==> src/rtl/ctrl_pipe_buf.sv <==
// Two-entry skid buffer for a pipeline control/data bundle, updated on the falling clock edge.
// Control fields read as a zero bubble when the head is empty; datapath fields keep their last value.
module ctrl_pipe_buf #(
  parameter int WB_SIZE  = 2,
  parameter int MEM_SIZE = 8,
  parameter int EX_SIZE  = 14,
  parameter int DATA_W   = 16,
  parameter int PC_W     = 32,
  parameter int REG_W    = 3
) (
  input  logic                clk,
  input  logic                rst,
  input  logic                flush,
  input  logic                in_valid,
  output logic                in_ready,
  input  logic [WB_SIZE-1:0]  i_wb,
  input  logic [MEM_SIZE-1:0] i_mem,
  input  logic [EX_SIZE-1:0]  i_ex,
  input  logic                i_chg_flag,
  input  logic                i_out_wr,
  input  logic                i_int,
  input  logic [PC_W-1:0]     i_pc,
  input  logic [REG_W-1:0]    i_rsrc1,
  input  logic [REG_W-1:0]    i_rsrc2,
  input  logic [REG_W-1:0]    i_rdst,
  input  logic [DATA_W-1:0]   i_immd,
  input  logic [DATA_W-1:0]   i_rd1,
  input  logic [DATA_W-1:0]   i_rd2,
  output logic                out_valid,
  input  logic                out_ready,
  output logic [WB_SIZE-1:0]  o_wb,
  output logic [MEM_SIZE-1:0] o_mem,
  output logic [EX_SIZE-1:0]  o_ex,
  output logic                o_chg_flag,
  output logic                o_out_wr,
  output logic                o_int,
  output logic [PC_W-1:0]     o_pc,
  output logic [REG_W-1:0]    o_rsrc1,
  output logic [REG_W-1:0]    o_rsrc2,
  output logic [REG_W-1:0]    o_rdst,
  output logic [DATA_W-1:0]   o_immd,
  output logic [DATA_W-1:0]   o_rd1,
  output logic [DATA_W-1:0]   o_rd2,
  output logic [1:0]          o_count
);

  localparam int CTL_W = WB_SIZE + MEM_SIZE + EX_SIZE + 3;
  localparam int DAT_W = PC_W + 3 * REG_W + 3 * DATA_W;
  localparam int ENT_W = CTL_W + DAT_W;

  logic [ENT_W-1:0] in_ent;
  logic [ENT_W-1:0] main_ent;
  logic [ENT_W-1:0] skid_ent;
  logic             main_valid;
  logic             skid_valid;
  logic             in_fire;
  logic             out_fire;
  logic [CTL_W-1:0] main_ctl;

  assign in_ent = {i_wb, i_mem, i_ex, i_chg_flag, i_out_wr, i_int,
                   i_pc, i_rsrc1, i_rsrc2, i_rdst, i_immd, i_rd1, i_rd2};

  assign in_ready  = ~skid_valid;
  assign out_valid = main_valid;
  assign in_fire   = in_valid & in_ready;
  assign out_fire  = out_valid & out_ready;

  always_ff @(negedge clk) begin
    if (rst) begin
      main_valid <= 1'b0;
      skid_valid <= 1'b0;
      main_ent   <= '0;
      skid_ent   <= '0;
    end else if (flush) begin
      main_valid <= 1'b0;
      skid_valid <= 1'b0;
    end else if (!main_valid) begin
      if (in_fire) begin
        main_ent   <= in_ent;
        main_valid <= 1'b1;
      end
    end else if (!skid_valid) begin
      if (out_fire) begin
        if (in_fire) main_ent <= in_ent;
        else         main_valid <= 1'b0;
      end else if (in_fire) begin
        skid_ent   <= in_ent;
        skid_valid <= 1'b1;
      end
    end else if (out_fire) begin
      main_ent   <= skid_ent;
      skid_valid <= 1'b0;
    end
  end

  // Control fields must not leak a stale command downstream when the head is empty.
  assign main_ctl = main_valid ? main_ent[ENT_W-1:DAT_W] : '0;

  assign {o_wb, o_mem, o_ex, o_chg_flag, o_out_wr, o_int} = main_ctl;
  assign {o_pc, o_rsrc1, o_rsrc2, o_rdst, o_immd, o_rd1, o_rd2} = main_ent[DAT_W-1:0];

  assign o_count = {1'b0, main_valid} + {1'b0, skid_valid};

endmodule

==> config.mk <==
export PLATFORM = sky130hd
export DESIGN_NAME = ctrl_pipe_buf
export DESIGN_NICKNAME = d
export VERILOG_FILES = /design/src/rtl/ctrl_pipe_buf.sv
export SDC_FILE = /design/constraint.sdc
export NUM_CORES = 1
export LEC_CHECK = 0
export CAP_MARGIN = 20
export CORE_UTILIZATION = 45
export DETAILED_ROUTE_END_ITERATION = 10
export PLACE_DENSITY = 0.71
export SLEW_MARGIN = 20
export SYNTH_ARGS = -nofsm -noshare
export SYNTH_HDL_FRONTEND = slang
export SYNTH_SLANG_ARGS = --single-unit
==> constraint.sdc <==
create_clock -name clk -period 2.2 [get_ports clk]
set_input_delay 0.22 -clock clk [delete_from_list [all_inputs] [get_ports clk]]
set_output_delay 0.22 -clock clk [all_outputs]
set_load 0.02 [all_outputs]
After elaboration in Yosys (flattened, before gate mapping)
Cells that the tools add are included.

operators by class
  bitwise logic cells = 5
  multiplexer cells = 13
  reductions and logical operators = 3
  $add $sub $neg = 1
  eq/ne operators = 1

operators with widths
  operator                                                                 number
  116-bit two-way mux                                                      5
  27-bit two-way mux                                                       1
  1-bit two-way mux                                                        7
  5-bit AND reduction                                                      1
  1-bit NOT                                                                3
  1-bit by 1-bit adder with 2-bit output                                   1
  1-bit AND                                                                2
  2-bit by 1-bit inequality test with 1-bit output, second input constant  1
  2-bit AND reduction                                                      1
  2-bit OR reduction                                                       1

storage, ports and cells
  flip-flop bits (word level) = 234
  word-level logic and storage cells = 27
  output and inout bits = 120
  input port bits = 121

Logic depth before layout (Yosys ltp)
Gate-level depths: netlist of the first run.

  word-level depth = 6
  gate-level depth with buffers = 11
  gate-level depth less buffers = 5

==> summary.txt, run 1 <==
Synth
  – Post-synthesis register bit count: ~230
  – Register area share after synthesis: 0.366
  – Syn Inst Count: around 1500
  – YS warnings: 0
  – Synth Net Count: roughly 1600
  – Syn Std Cell Area: around 0.013 mm²
  – Mapped Avg Cell Area: ~8.5 µm²
  – Netlist cell types: 28

Route
  – Via count: about 14000
  – Vias per std cell: 5.91
  – Routed WL per cell: ~19 µm
  – Final ANT Viol Nets: 0
  – Residual DRC: 0
  – 1st-pass router iterations: 5
  – Initial drt markers: around 1400
  – Final WL: between 40000 and 50000 µm

Layout
  – Commonest non-fill, non-tap cell in the layout: inv_1
  – Nets: 2100
  – Final Util: 0.705
  – Synthesis-to-layout area growth: 53.5%
  – Commonest non-fill, non-tap cells in the layout: inv_1, a21oi_1, buf_4
  – Share of cells above drive strength 1: 0.373
  – Fin cells: around 2400

Clock network
  – TritonCTS buffer count: 28
  – Clock Pin Slew Worst Setup and Hold Paths: 0.04 ns
  – Post-CTS Hold Buffers: 0
  – Worst skew pair latency: 0.62 ns
  – H-tree depth: 1
  – CTS root buf: clkbuf_16
  – CTS Sinks: approximately 230
  – CTS tree: built
  – Longest Clk Path Bufs: 3

Power
  – PD cells: approximately 640 mW/mm²
  – Pwr Total: between 10 and 15 mW
  – Lkg Pwr: about 8.3 nW
  – VDD IR max: between 0.5 and 0.6 mV

Timing
  – Setup violators final: 120
  – Final Slew Violations: 0
  – Worst setup margin: -0.705 ns
  – RSZ-0062 raised after global routing: true
  – Clock Skew: 0.0266 ns
  – Fin. Hold Viols: 0
  – Relative slew slack: 0.606
  – Hold Slack: around 0.47 ns
  – Worst Tran Pin Value: slightly below 0.6 ns
  – Fin Setup TNS: -34.00 ns

Worst setup path
  – Critical Path Source Type: flop
  – Setup Crit Path Kind: reg -> out
  – Crit path max fanout: 8
  – Worst path top cell family by delay: buffers and inverters
  – Slowest CP cell: dfxtp_4
  – Crit path cell chain: buf_12 -> buf_12 -> buf_8 -> and2_4 -> buf_6
  – Bufs and invs on worst path: 4
  – Crit. End Element: output pin
  – Largest stage delay, worst path: roughly 0.35 ns
  – Most frequent CP cell: buf_12
  – Critical path arrival: between 2 and 3 ns
  – Req. time, crit path: between 1.5 and 2 ns

Floorplanning
  – Die H: between 150 and 200 µm
  – Num ports: about 240
  – Die area: between 0.02 and 0.03 mm²
  – Die width: ~170 µm
  – Starting Density: 0.459
  – CORE AREA: between 0.02 and 0.03 mm²
  – Row count: 61

GRT
  – First-pass GRT wire length: ~70000 µm
  – Largest net degree at the start of global routing: 73
  – Vias in the first global route: between 10000 and 15000
  – Gr ovfl total: 0
  – Antenna violations before repair: 8
  – Total Routing Usage GR: 0.293

Worst hold path
  – Worst Hold Class: reg -> reg

Run status
  – Failing checks: negative setup slack
  – Status: finished, violations left

Run
  – Max_cap viols: 0

Place
  – Post-DP HPWL: approximately 24000 µm
  – Inst Count DP: roughly 2000
  – Input/output buffers: 240
  – RD Place Congestion: roughly 0.8
## metrics by stage
stage               setup WS, ns  area (µm²)
floorplan                 -0.322       13800
global placement          -0.789       16700
detailed placement        -0.839       16700
CTS                       -0.718       19300
global route              -0.734       19600
finish                    -0.705       19600
## per-layer routing
| metal | vias up | part of all wire | track usage |
|---|---|---|---|
| li1 | 6553 | - | - |
| met1 | 6802 | 0.41 | 0.359 |
| met2 | 619 | 0.48 | 0.461 |
| met4 | 2 | 0.030 | 0.160 |
| met5 | - | 0.00020 | 0 |
| met3 | 100 | 0.080 | 0.0844 |
## logic make-up (layout without fill, tap and decap cells)
logic type               after synthesis  in the layout  share of synthesized area
flip-flops                           234            234                      0.366
other                                  0              7                          0
AO/OA/AOI/OAI                        697            697                      0.397
multiplexers                           1              1                   0.000782
adder cells (fa/ha/maj)                2              2                    0.00196
buffers and inverters                301            795                      0.125
AND/OR/NAND/NOR                      268            268                      0.109
## worst paths after layout
kind	start	endpoint	slack, ns	depth (start not counted)
setup / recovery	out_valid	o_mem[0]	-0.71	5
setup reg to reg	out_valid	main_ent[114]	0.03	10
hold / removal	main_ent[95]	main_ent[95]	0.47	2
hold reg to reg	main_ent[95]	main_ent[95]	0.47	2
## worst min-delay path: cells and delay by family, from the launching register on
kind           cells  cell delay [ns]
flip-flops         1             0.30
AO/OA/AOI/OAI      2             0.11
## state kept, by name, indices dropped and copies added, names as in the netlist
signal	cells
skid_valid	1
out_valid	1
skid_ent	116
main_ent	116
## cells in the mapped netlist (all sizes together)
| master | instances | area, µm² |
|---|---|---|
| and2 | 28 | 175 |
| a22oi | 1 | 7.51 |
| nor3 | 1 | 5.00 |
| nand3b | 1 | 7.51 |
| a21oi | 233 | 1170 |
| a2111o | 115 | 1290 |
| ha | 2 | 25.0 |
| buf | 184 | 1170 |
| a211o | 1 | 8.76 |
| inv | 3 | 11.3 |
| nand3 | 232 | 1160 |
| o31ai | 116 | 871 |
| nand4bb | 1 | 11.3 |
| dfxtp | 234 | 4680 |
| nor4 | 1 | 6.26 |
| nand2b | 1 | 6.26 |
| clkbuf | 114 | 428 |
| mux2i | 1 | 10.0 |
| a21bo | 115 | 1150 |
| nand2 | 1 | 3.75 |
| nor4bb | 1 | 10.0 |
| nor2b | 1 | 6.26 |
| o21ai | 116 | 581 |
## where the power goes
part           switching, mW  internal (mW)  leakage, nW
combinational          0.909           1.00         4.67
sequential            0.0959           4.42         1.94
clock                   3.13           3.11         1.68
## repair_timing
item	in CTS	in global routing
setup endpoints to repair	352	207
pin swaps	5	1
cloned	6	4
gates resized for setup	796	11
buffers inserted	28	25
## layout make-up
type                            count  area, µm²
Timing Repair Buffer              509       5390
Sequential cell                   234       4810
Multi-Input combinational cell    968       7200
Antenna cell                        7       17.5
Clock inverter                    256       1040
Clock buffer                       28        701
Tap cell                          378        473
Fill cell                        2053       8220
Inverter                            2       10.0
Power figures use the tool's default switching activity.
==> run 2: changes to the inputs <==
- ABC_CLOCK_PERIOD_IN_PS: unset -> 2200
==> results of run 2 <==
No change in the layout: final DEF, timing and power equal those of run 1.
